<file path="src/rtl/mb_fetch_stream.sv">
// Streaming macroblock fetcher: reads an SxS block from frame memory
// with edge replication and emits it as a raster beat stream.
module mb_fetch_stream #(
  parameter int PIX_W        = 8,
  parameter int FRAME_W      = 1280,
  parameter int FRAME_H      = 720,
  parameter int MB_SIZE      = 16,
  parameter int PIX_PER_BEAT = 4,
  parameter int ADDR_W       = 18,
  parameter int MEM_LAT      = 2
) (
  input  logic                          clk,
  input  logic                          reset,
  input  logic                          req_valid,
  output logic                          req_ready,
  input  logic [15:0]                   req_x,
  input  logic [15:0]                   req_y,
  input  logic [1:0]                    req_size,
  output logic                          mem_rd_en,
  output logic [ADDR_W-1:0]             mem_addr,
  input  logic [PIX_W*PIX_PER_BEAT-1:0] mem_rd_data,
  output logic                          out_valid,
  input  logic                          out_ready,
  output logic [PIX_W*PIX_PER_BEAT-1:0] out_data,
  output logic                          out_last
);

  localparam int BW     = PIX_W * PIX_PER_BEAT;
  localparam int DEPTH  = MEM_LAT + 2;
  localparam int PW     = $clog2(DEPTH);
  localparam int CW     = $clog2(DEPTH + 1);
  localparam int PPB_LG = $clog2(PIX_PER_BEAT);
  localparam int MB_LG  = $clog2(MB_SIZE);
  localparam int WPR    = FRAME_W / PIX_PER_BEAT;

  typedef enum logic [1:0] {
    IDLE,
    FETCH,
    DRAIN
  } state_t;

  state_t            state_q;
  logic              req_ready_q;
  logic              mem_rd_en_q;
  logic [ADDR_W-1:0] mem_addr_q;
  logic              rd_rep_q;
  logic              rd_last_q;
  logic [15:0]       x0_q;
  logic [15:0]       y0_q;
  logic [2:0]        lg_q;
  logic [4:0]        r_q;
  logic [4:0]        c_q;

  logic [MEM_LAT-1:0] pv_q;
  logic [MEM_LAT-1:0] prep_q;
  logic [MEM_LAT-1:0] plast_q;

  logic [BW:0]   fmem_q [DEPTH];
  logic [PW-1:0] wp_q;
  logic [PW-1:0] rp_q;
  logic [CW-1:0] fcnt_q;
  logic [CW-1:0] cr_q;

  // Size code -> log2 edge, clamped to [log2(PPB), log2(MB_SIZE)]
  logic [2:0]  lg_req;
  logic [15:0] msk;
  logic [4:0]  bm1_req;
  logic [4:0]  bm1_cur;
  logic [4:0]  s_m1;

  always_comb begin
    lg_req = 3'(req_size) + 3'd2;
    if (lg_req > 3'(MB_LG)) lg_req = 3'(MB_LG);
    if (lg_req < 3'(PPB_LG)) lg_req = 3'(PPB_LG);
  end

  assign msk     = 16'hFFFF << lg_req;
  assign bm1_req = 5'((32'd1 << (lg_req - 3'(PPB_LG))) - 32'd1);
  assign bm1_cur = 5'((32'd1 << (lg_q - 3'(PPB_LG))) - 32'd1);
  assign s_m1    = 5'((32'd1 << lg_q) - 32'd1);

  logic accept;
  logic pop;
  logic credit_ok;
  logic issue;
  logic is_last_rd;

  assign accept     = (state_q == IDLE) & req_valid;
  assign pop        = out_valid & out_ready;
  assign credit_ok  = (cr_q < CW'(DEPTH)) | pop;
  assign issue      = accept | ((state_q == FETCH) & credit_ok);
  assign is_last_rd = (state_q == FETCH) & (r_q == s_m1)
                    & (c_q == bm1_cur);

  // Coordinates of the read issued this cycle
  logic [15:0]       bx;
  logic [15:0]       by;
  logic [4:0]        br;
  logic [4:0]        bc;
  logic [4:0]        bm1;
  logic [4:0]        nr;
  logic [4:0]        nc;
  logic [16:0]       px;
  logic [16:0]       ry_raw;
  logic [16:0]       ry;
  logic [16:0]       word;
  logic              rep;
  logic [ADDR_W-1:0] addr;

  always_comb begin
    bx  = accept ? (req_x & msk) : x0_q;
    by  = accept ? (req_y & msk) : y0_q;
    br  = accept ? 5'd0 : r_q;
    bc  = accept ? 5'd0 : c_q;
    bm1 = accept ? bm1_req : bm1_cur;
    if (bc == bm1) begin
      nr = br + 5'd1;
      nc = 5'd0;
    end else begin
      nr = br;
      nc = bc + 5'd1;
    end
    px     = {1'b0, bx} + (17'(bc) << PPB_LG);
    ry_raw = {1'b0, by} + 17'(br);
    ry     = (ry_raw > 17'(FRAME_H - 1)) ? 17'(FRAME_H - 1) : ry_raw;
    rep    = px > 17'(FRAME_W - PIX_PER_BEAT);
    word   = rep ? 17'(WPR - 1) : (px >> PPB_LG);
    addr   = ADDR_W'(ry) * ADDR_W'(WPR) + ADDR_W'(word);
  end

  always_ff @(posedge clk) begin
    if (reset) begin
      state_q     <= IDLE;
      req_ready_q <= 1'b1;
      mem_rd_en_q <= 1'b0;
      mem_addr_q  <= '0;
      rd_rep_q    <= 1'b0;
      rd_last_q   <= 1'b0;
      x0_q        <= '0;
      y0_q        <= '0;
      lg_q        <= '0;
      r_q         <= '0;
      c_q         <= '0;
    end else begin
      mem_rd_en_q <= issue;
      rd_rep_q    <= rep;
      rd_last_q   <= issue & is_last_rd;
      if (issue) mem_addr_q <= addr;
      unique case (state_q)
        IDLE: begin
          if (req_valid) begin
            x0_q        <= req_x & msk;
            y0_q        <= req_y & msk;
            lg_q        <= lg_req;
            r_q         <= nr;
            c_q         <= nc;
            req_ready_q <= 1'b0;
            state_q     <= FETCH;
          end
        end
        FETCH: begin
          if (credit_ok) begin
            r_q <= nr;
            c_q <= nc;
            if (is_last_rd) state_q <= DRAIN;
          end
        end
        DRAIN: begin
          if (pop & out_last) begin
            req_ready_q <= 1'b1;
            state_q     <= IDLE;
          end
        end
        default: state_q <= IDLE;
      endcase
    end
  end

  // Tags ride alongside the read so they meet the data on return
  always_ff @(posedge clk) begin
    if (reset) begin
      pv_q    <= '0;
      prep_q  <= '0;
      plast_q <= '0;
    end else begin
      pv_q[0]    <= mem_rd_en_q;
      prep_q[0]  <= rd_rep_q;
      plast_q[0] <= rd_last_q;
      for (int i = 1; i < MEM_LAT; i++) begin
        pv_q[i]    <= pv_q[i-1];
        prep_q[i]  <= prep_q[i-1];
        plast_q[i] <= plast_q[i-1];
      end
    end
  end

  logic          push;
  logic [BW-1:0] ret_data;

  assign push     = pv_q[MEM_LAT-1];
  assign ret_data = prep_q[MEM_LAT-1]
                  ? {PIX_PER_BEAT{mem_rd_data[BW-1 -: PIX_W]}}
                  : mem_rd_data;

  always_ff @(posedge clk) begin
    if (reset) begin
      for (int i = 0; i < DEPTH; i++) fmem_q[i] <= '0;
      wp_q   <= '0;
      rp_q   <= '0;
      fcnt_q <= '0;
      cr_q   <= '0;
    end else begin
      if (push) begin
        fmem_q[wp_q] <= {plast_q[MEM_LAT-1], ret_data};
        wp_q <= (wp_q == PW'(DEPTH - 1)) ? '0 : wp_q + 1'b1;
      end
      if (pop) begin
        rp_q <= (rp_q == PW'(DEPTH - 1)) ? '0 : rp_q + 1'b1;
      end
      fcnt_q <= fcnt_q + CW'(push) - CW'(pop);
      cr_q   <= cr_q + CW'(issue) - CW'(pop);
    end
  end

  logic [BW:0] head;

  assign head      = fmem_q[rp_q];
  assign out_valid = (fcnt_q != '0);
  assign out_data  = head[BW-1:0];
  assign out_last  = head[BW] & out_valid;
  assign req_ready = req_ready_q;
  assign mem_rd_en = mem_rd_en_q;
  assign mem_addr  = mem_addr_q;

endmodule
</file>
<file path="config.mk">
export PLATFORM = sky130hd
export DESIGN_NAME = mb_fetch_stream
export DESIGN_NICKNAME = d
export VERILOG_FILES = /design/src/rtl/mb_fetch_stream.sv
export SDC_FILE = /design/constraint.sdc
export NUM_CORES = 1
export LEC_CHECK = 0
export ABC_AREA = 1
export ABC_CLOCK_PERIOD_IN_PS = 6700
export CORE_MARGIN = 3
export CORE_UTILIZATION = 50
export CTS_CLUSTER_SIZE = 30
export DETAILED_ROUTE_END_ITERATION = 12
export MAX_ROUTING_LAYER = met4
export PLACE_DENSITY = 0.77
export SYNTH_ARGS = -nofsm -noshare
export SYNTH_HDL_FRONTEND = slang
export SYNTH_SLANG_ARGS = --single-unit
</file>
<file path="constraint.sdc">
create_clock -name clk -period 6.7 [get_ports clk]
set_input_delay 2.01 -clock clk [delete_from_list [all_inputs] [get_ports clk]]
set_output_delay 2.01 -clock clk [all_outputs]
set_load 0.02 [all_outputs]
</file>
==> results.json, run 1 <==
{
  "status": "finished, final reports clean",
  "rows": 55,
  "p_leak_nw": 6.80,
  "track_usage_pct": 24.3,
  "syn_avg_cell_area_um2": 8.30,
  "cts_made_buffers": 23,
  "diodes": 0,
  "required_ns": 7.10,
  "arrival_ns": 6.82,
  "clock_skew_ns": 0.0196,
  "root_buffer": "clkbuf_16",
  "first_iter_violations": 738,
  "drv_cap": 0,
  "placed_cell_area_um2": 14300,
  "cts.clk_slew.worst_paths_ns": 0.06,
  "synth_edf_count": 132,
  "fillers": 1802,
  "finalHoldViolations": 0,
  "netlist_area_um2": 11700,
  "cp_common_cell": "nand2_1",
  "synthCells": 1411,
  "final_cell_area_um2": 15400,
  "slew_headroom_pct": 45.1,
  "synthArstFlopShare_pct": 0,
  "end_kind": "flip-flop",
  "yosysSeqAreaShare_pct": 48.7,
  "final_nets": 1780,
  "final_cell_mix": "nor2_1, nand2_1, buf_4",
  "postLayoutCoreUtil_pct": 67.5,
  "cpPeakStageDelay_ns": 0.39,
  "htree_levels": 1,
  "grt_pass1_vias": 10300,
  "die-area_um2": 25300,
  "power.density_nw_per_um2": 303,
  "critPathKind": "primary input to flip-flop",
  "port_buffers": 121,
  "comb_power_share_pct": 37.6,
  "overflow": 0,
  "layout_commonest_cell": "nor2_1",
  "swShare_pct": 34.0,
  "setup_viol": 0,
  "cts.sinks": 219,
  "core_um2": 22800,
  "clk_latency_ns": 0.52,
  "vias": 10400,
  "hold_class": "flip-flop to flip-flop",
  "ctsHoldBuffers": 0,
  "multiInputGateArea_um2": 5560,
  "switching_power_mw": 1.59,
  "fp.dieW_um": 159,
  "internal_power_mw": 3.08,
  "ir_drop_v": 0.000223,
  "post-dp-hpwl_mm": 20.9,
  "ys_types": 56,
  "start_kind": "primary input",
  "wirelength_mm": 31.1,
  "dieHeight_um": 159,
  "maxSlewViolCount": 0,
  "layout-drive-gt1-share_pct": 18.5,
  "worst_path_max_delay_cell": "fa_2",
  "synth-seq-cells": 219,
  "drc": 0,
  "drt_pass1_iterations": 5,
  "place.gp.congestion": 0.942,
  "tritoncts": "built",
  "antenna_found_initial": 0,
  "ant_nets": 0,
  "seqCellArea_um2": 5710,
  "fin_crit_sh_pct": 95.8,
  "tightestPinTransition_ns": 0.822,
  "start_util_pct": 51.3,
  "synthFlopType": "edfxtp_1",
  "yosys_warnings": 0,
  "grt_max_degree": 67,
  "p_clk_share_pct": 28.2,
  "power_frac_seq_pct": 34.2,
  "wl_per_cell_um": 15.6,
  "area_delta_synth_final_pct": 31.6,
  "avgViaCountPerCell": 5.25,
  "fmax_ghz": 0.156,
  "ioPinCount": 124,
  "cts_buffer_depth": 3,
  "finalCriticalPeriod_ns": 6.42,
  "cp_max_fo": 6,
  "grt_pass1_wl_mm": 50.1
}
-- cell usage after synthesis (2+ instances only) --
library cell	number	area share, %
nor3_1	9	0.38
fa_1	6	1.0
xor2_1	29	2.2
o31ai_1	2	0.13
o21ai_2	3	0.22
edfxtp_1	132	34
ha_1	45	4.8
buf_1	4	0.13
o211ai_1	2	0.13
nand4_1	17	0.91
buf_2	4	0.17
a21o_1	2	0.13
nor2_4	2	0.19
a31oi_1	3	0.16
inv_2	2	0.064
nand3b_1	4	0.26
o21ai_0	103	4.4
dfxtp_1	87	15
nor2_2	8	0.43
inv_1	160	5.1
buf_6	3	0.29
nand3_2	6	0.51
nor2_1	302	9.7
nand2_1	205	6.6
nor3_2	2	0.17
xnor2_1	10	0.75
a21oi_1	67	2.9
clkbuf_1	46	1.5
nand3_1	58	2.5
o21bai_1	3	0.19
or2_1	2	0.11
nand2_2	12	0.64
o22ai_1	34	1.8
nand2_4	2	0.19
a22oi_1	4	0.26
or2_2	5	0.27
a211oi_1	4	0.26
o21ai_1	4	0.17
-- final timing paths --
| kind | from | endpoint | slack (ns) | cells after the start |
|---|---|---|---|---|
| worst min register to register | rd_last_q$_SDFF_PP0_ | plast_q[0]$_SDFF_PP0_ | 0.41 | 2 |
| worst max-delay path | req_valid | mem_addr[17]$_SDFFE_PP0P_ | 0.28 | 40 |
| worst min-delay path | rd_last_q$_SDFF_PP0_ | plast_q[0]$_SDFF_PP0_ | 0.41 | 2 |
| worst max register to register | state_q[1]$_SDFFE_PP0P_ | mem_addr[17]$_SDFFE_PP0P_ | 1.07 | 40 |
-- worst max-delay path: cells and delay by family --
family / cells / cell delay [ns]
fa+ha+maj: 5 / 1.26
xor+xnor: 1 / 0.06
compound gates: 1 / 0.19
simple gates: 27 / 2.85
buf+inv: 6 / 0.44
-- per-stage QoR --
stage	TNS, ns	hold slack (ns)	setup WS (ns)	std cells	total power [mW]
after detailed placement	-4.39	0.400	-0.788	1930	3.30
after global routing	-0.0400	0.443	-0.0400	1989	4.91
after floorplan	-0.266	0.388	-0.177	1417	2.60
after global placement	-3.81	0.394	-0.722	1930	3.26
after CTS	0	0.409	0.0625	1972	4.62
final	0	0.406	0.280	1989	4.67
-- routing by layer --
layer  share of wire, %  vias to the layer above  GRT usage [%]
met4                2.4                        0           7.32
met1                 43                     4883           31.7
met5                  0                        -              -
li1                   -                     5149              -
met3                5.9                       53           2.47
met2                 49                      358           40.6
-- cells by family after synthesis --
kind of cell / after synthesis / synth area share (%)
simple gates: 639 / 23.4
mux: 1 / 0.192
compound gates: 237 / 11.2
other cells: 1 / 0.0320
flops: 219 / 48.7
fa+ha+maj: 51 / 5.83
xor+xnor: 41 / 3.29
buf+inv: 222 / 7.40
-- layout make-up --
cell class,count,area share (%)
Clock inverter,11,0.958
Timing Repair Buffer,274,15.3
Multi-Input combinational cell,977,36.1
Inverter,164,4.01
Clock buffer,31,4.12
Tap cell,313,2.54
Sequential cell,219,37.0
-- registers in the layout, summed over array words and instances (netlist names), named ones only --
register,flops
prep_q,2
pv_q,2
rd_rep_q,1
mem_addr,18
y0_q,16
wp_q,2
r_q,5
cr_q,3
plast_q,2
mem_rd_en,1
lg_q,3
fmem_q,132
state_q,2
rp_q,2
req_ready,1
fcnt_q,3
c_q,5
rd_last_q,1
x0_q,16
-- power groups by stage --
stage          combinational [mW]  clock, mW  sequential [mW]
2_1_floorplan               0.964          0             1.64
3_3_place_gp                 1.64          0             1.62
6_report                     1.75       1.32             1.60
3_5_place_dp                 1.68          0             1.62
5_1_grt                      1.92       1.39             1.61
4_1_cts                      1.69       1.33             1.60
-- what timing repair did --
item	CTS	global route
endpoints found under the setup margin	4	6
gates cloned	0	1
pin swaps	1	36
buffers inserted	0	16
gates resized for setup	7	61
No activity file was read; power rests on OpenSTA's default activity.
==> inputs of run 2 (changes only) <==
ABC_AREA = unset   (was 1)
CTS_CLUSTER_DIAMETER = 50   (was unset)
==> run 2 against run 1 <==
Against the previous run: the run now ends with negative setup slack left; highest routed layer unchanged; critical endpoint unchanged; register-to-register slack gained 0.06 ns; area after synthesis fell by 3.6%; global-route usage fell by 0.14 points; largest power group unchanged; maximum frequency fell by 5.1%; clock skew is 0.0076 ns higher.
==> results.json, run 2 <==
{
  "ant_nets": 0,
  "grt_pass1_wl_mm": 45.7,
  "synth_compound_area_share_pct": 8.50,
  "end_kind": "flip-flop",
  "root_buffer": "clkbuf_16",
  "avgViaCountPerCell": 5.61,
  "setup_viol": 3,
  "synth-simple-area-share_pct": 17.1,
  "synth_top_area_cell": "edfxtp_1",
  "yosys-top-cells-area": "edfxtp_1, dfxtp_1, mux4_2",
  "synth_top_family_by_area": "simple AND/OR/NAND/NOR gates",
  "syn_avg_cell_area_um2": 10.8,
  "synth_xor_xnor_area_share_pct": 4.11,
  "finalCriticalPeriod_ns": 6.77,
  "drv_cap": 0,
  "ys_types": 66,
  "drt_pass1_iterations": 5,
  "synthArstFlopShare_pct": 0,
  "final_cell_mix": "buf_4, nor2_1, edfxtp_1",
  "synth_common_cells": "nor2_1, edfxtp_1, nand2_1",
  "required_ns": 7.11,
  "synthMuxAreaShare_pct": 10.7,
  "fin_crit_sh_pct": 101,
  "yosysSeqAreaShare_pct": 50.5,
  "port_buffers": 121,
  "hold_slack_ns": 0.417,
  "netlist_area_um2": 11300,
  "ir_drop_v": 0.000419,
  "layout-drive-gt1-share_pct": 24.9,
  "dieHeight_um": 156,
  "drc": 0,
  "regMostFlops": "fmem_q",
  "ioPinCount": 124,
  "tritoncts": "built",
  "antenna_found_initial": 0,
  "grt_max_degree": 80,
  "post-dp-hpwl_mm": 18.3,
  "hold_class": "flip-flop to flip-flop",
  "clock_skew_ns": 0.0273,
  "vias": 9016,
  "cp_common_cell": "ha_4",
  "largest_reg_flops": 132,
  "htree_levels": 1,
  "cts.clk_slew.worst_paths_ns": 0.08,
  "cp_max_fo": 8,
  "worst_path_max_delay_cell": "or3b_4",
  "finalPower_mw": 4.92,
  "cts_buffer_depth": 3,
  "first_iter_violations": 630,
  "grt_pass1_vias": 9037,
  "synthFlopType": "edfxtp_1",
  "worst_slack_ns": -0.0659,
  "tns_ns": -0.109,
  "rsz0062_at_grt": "yes",
  "wirelength_mm": 29.3,
  "area_delta_synth_final_pct": 35.0,
  "violations": "negative setup slack",
  "start_util_pct": 51.3,
  "power.density_nw_per_um2": 323,
  "cpPeakStageDelay_ns": 0.43,
  "rows": 54,
  "wl_per_cell_um": 18.3,
  "yosysTopAreaCellShare_pct": 35.1,
  "layout_commonest_cell": "buf_4",
  "synthCells": 1047,
  "die-area_um2": 24400,
  "synth_edf_count": 132,
  "synth-adder-area-share_pct": 6.05,
  "cts.sinks": 219,
  "diodes": 0,
  "final_nets": 1432,
  "tightestPinTransition_ns": 1.02,
  "status": "finished with violations",
  "maxSlewViolCount": 0,
  "synth-seq-cells": 219,
  "postLayoutCoreUtil_pct": 69.2,
  "ctsHoldBuffers": 0,
  "start_kind": "primary input",
  "synth.most_common_cell": "nor2_1",
  "yosys_warnings": 0,
  "clk_latency_ns": 0.52,
  "critPathKind": "primary input to flip-flop",
  "fmax_ghz": 0.148,
  "core_um2": 22000,
  "overflow": 0,
  "arrival_ns": 7.17,
  "fp.dieW_um": 156,
  "place.gp.congestion": 0.898,
  "slew_headroom_pct": 31.4,
  "p_leak_nw": 6.06,
  "cts_made_buffers": 23,
  "track_usage_pct": 24.2,
  "finalHoldViolations": 0
}
run 2: final cells by class:
type / instances / area (µm²)
clock buffers: 25 / 583
clock inverters: 15 / 149
fillers: 1528 / 6780
inverters: 28 / 105
multi-input cells: 750 / 5800
flip-flops and latches: 219 / 5710
well taps: 280 / 350
repair buffers: 289 / 2550
run 2: routing by layer:
metal	share of wire, %	wire (µm)	global-route usage [%]
met1	38	11100	28.3
met2	53	15400	42.4
met3	6.4	1870	3.37
met4	3.5	1010	9.34
met5	0	0	-
run 2: where the power goes:
| group | switching (mW) | total [mW] | internal [mW] |
|---|---|---|---|
| Sequential | 0.0916 | 1.63 | 1.54 |
| Clock | 0.581 | 1.24 | 0.660 |
| Combinational | 0.984 | 2.05 | 1.07 |
run 2: logic make-up after synthesis:
logic type	Yosys count
other	1
AO/OA/AOI/OAI	150
buffers and inverters	84
multiplexers	78
XOR/XNOR	53
adder cells (fa/ha/maj)	51
AND/OR/NAND/NOR	411
flip-flops	219
run 2: timing repair:
action	in CTS	in global routing
cloned	1	0
endpoints found under the setup margin	8	8
endpoints found under the hold margin	0	0
buffers inserted	34	7
gates resized for setup	55	40
pin swaps	27	26
run 2: worst paths after layout:
kind	startpoint	end	slack, ns	depth (start not counted)
max	req_valid	mem_addr[17]$_SDFFE_PP0P_	-0.07	28
min	prep_q[0]$_SDFF_PP0_	prep_q[1]$_SDFF_PP0_	0.42	1
max reg2reg	state_q[1]$_SDFFE_PP0P_	mem_addr[17]$_SDFFE_PP0P_	1.13	27
min reg2reg	prep_q[0]$_SDFF_PP0_	prep_q[1]$_SDFF_PP0_	0.42	1
run 2: critical path: cells and delay by family:
family | cells | cell delay (ns)
AOI/OAI and AO/OA | 9 | 1.97
xor gates and xnor gates | 1 | 0.18
adders and majority gates | 5 | 1.19
buffers and inverters | 6 | 0.63
muxes | 1 | 0.15
and+or+nand+nor | 6 | 1.02
run 2: metrics by stage:
stage                     area (µm²)  cells  setup slack [ns]
final                          15200   1606           -0.0659
after detailed placement       13800   1525             -1.12
after floorplan                11500   1053            -0.818
after CTS                      15000   1600           -0.0146
after global placement         13800   1525             -1.00
after global routing           15200   1606            -0.331
==> variant: new RTL, config.mk and constraints of run 2 <==
Set the parameter `MEM_LAT` to 4 (it was 2).
--- a/src/rtl/mb_fetch_stream.sv
+++ b/src/rtl/mb_fetch_stream.sv
@@ -8,5 +8,5 @@
   parameter int PIX_PER_BEAT = 4,
   parameter int ADDR_W       = 18,
-  parameter int MEM_LAT      = 2
+  parameter int MEM_LAT      = 4
 ) (
   input  logic                          clk,
Behaviour: not the same (a bounded check fails within 10 cycles, from zero or initial values and one cycle with reset high).
==> variant against run 2 <==
  * The run still ends with setup timing left
  * Die area grew 50%
  * Clock power is 56% higher
  * Sequential cell count rose by 141
  * Sequential share of layout area rose by 9.2 points
  * Non-clock buffer count down 37
  * Global-route usage down 1.0 points
  * Design area increased by 39%
  * Final cell count is 30% higher
  * Worst setup slack got worse by 0.013 ns
  * Wire length is 39% higher
  * Total power is 25% higher
  * Combinational power is 22% lower
  * Area after synthesis is 52% higher
  * Largest cell class is now sequential cells
==> variant: results (changes against run 2) <==
synthesis:
  synth_area_leaders: "edfxtp_1, dfxtp_1, mux4_2, nor2_1, ha_1"  # unchanged
  synth-edff-count: 264  # was 132
  synth-seq-area-share_pct: 57.4  # was 50.5%
  synth.avg_cell_area_um2: 12.3  # was 10.8 µm²
  synth_cell_type_count: 71  # was 66
sta:
  skew_ns: 0.0260  # was 0.0273 ns
  fin_hold_ws_ns: 0.442  # was 0.417 ns
  worst_slew_pin_slew_ns: 1.15  # was 1.02 ns
  finalSetupViolCount: 2  # was 3
  worst_slack_ns: -0.0786  # was -0.0659 ns
  finalSetupTns_ns: -0.116  # was -0.109 ns
global_routing:
  grt_pass1_wl_mm: 64.3  # was 45.7 mm
  grt_usage_pct: 23.2  # was 24.2%
  met1_usage_pct: 28.4  # was 28.3%
  grt_max_degree: 66  # was 80
  grt_pass1_vias: 12300  # was 9037
  groute.layer.met2.usage_pct: 39.5  # was 42.4%
  grtUsageMet3_pct: 3.15  # was 3.37%
worst_setup_path:
  worstPathArrival_ns: 7.19  # was 7.17 ns
  cp-endpoint: "mem_addr[16]"  # was mem_addr[17]
  cp_max_fo: 6  # was 8
  reg2reg_from: "state_q[1]"  # unchanged
min_path:
  min_to: "plast_q[0]"  # was prep_q[1]
  min-delay-start: "rd_last_q"  # was prep_q[0]
  hold_depth: 1  # unchanged
cts:
  cts_buffers: 35  # was 23
  cts_max_path_buffers: 3  # unchanged
  h-tree-depth: 2  # was 1
route:
  wl_met1_mm: 16.0  # was 11.1 mm
  viasPerCell: 5.62  # was 5.61
  wl_per_cell_um: 19.5  # was 18.3 µm
  wl_met2_mm: 20.5  # was 15.4 mm
  drtPass1Iterations: 6  # was 5
  initialDrtViolationCount: 858  # was 630
finish:
  drive_above_1_share_pct: 22.2  # was 24.9%
  final_cells: 2092  # was 1606
  nNetsFinal: 1738  # was 1432
placement:
  placed_cell_area_um2: 19700  # was 13800 µm²
  gp_congestion: 0.800  # was 0.898
  dp_slack_ns: -0.970  # was -1.12 ns
  dp.cells: 2021  # was 1525
power:
  peakVddDrop_mv: 0.352  # was 0.419 mV
  clkPwrFrac_pct: 31.4  # was 25.2%
  swShare_pct: 28.9  # was 33.7%
  power_leakage_nw: 7.90  # was 6.06 nW
status:
  status: "finished with violations"  # unchanged
  violations: "setup timing"  # unchanged
## variant: area by class of cell
cell class / instances / area (µm²)
Clock inverter: 26 / 256
Sequential cell: 360 / 9860
Fill cell: 2558 / 12600
Inverter: 59 / 221
Timing Repair Buffer: 252 / 2220
Multi-Input combinational cell: 910 / 7120
Clock buffer: 37 / 883
Tap cell: 448 / 561
## variant: critical path: stages
cell and delay (ns):
buf_6 0.07, or3b_4 0.43, buf_6 0.16, a21oi_4 0.19, fa_2 0.26, nor2b_4 0.05, o31a_1 0.37, or2_4 0.27
a32o_1 0.27, o31ai_2 0.24, nand2_1 0.15, a21oi_4 0.21, buf_6 0.15, nand2b_4 0.06, ha_4 0.16, ha_4 0.15
inv_2 0.04, fa_2 0.43, inv_2 0.08, ha_4 0.13, inv_1 0.03, o21bai_1 0.21, a21oi_2 0.11, o21bai_1 0.20
a31oi_1 0.12, or3_1 0.36, a311oi_1 0.25
## variant: power by group through the flow
stage | clock [W] | sequential, W | combinational [W]
6_report | 0.00193 | 0.00262 | 0.00159
5_1_grt | 0.00204 | 0.00264 | 0.00173
4_1_cts | 0.00196 | 0.00263 | 0.00158
3_5_place_dp | 0 | 0.00267 | 0.00153
3_3_place_gp | 0 | 0.00267 | 0.00151
2_1_floorplan | 0 | 0.00262 | 0.00103
## variant: cell families (layout without fill, tap and decap cells)
family / count (synthesis) / count (layout) / synth area share [%]
flops: 360 / 360 / 57.4
fa+ha+maj: 50 / 50 / 3.91
buf+inv: 130 / 374 / 3.05
xor+xnor: 54 / 54 / 2.76
mux: 145 / 145 / 13.5
compound gates: 147 / 147 / 5.47
other cells: 1 / 7 / 0.0219
simple gates: 507 / 507 / 13.9
## variant: timing repair
action,4_1_cts,5_1_grt
pin swaps,21,20
setup endpoints to repair,7,6
gates resized for setup,23,21
buffers inserted,7,2
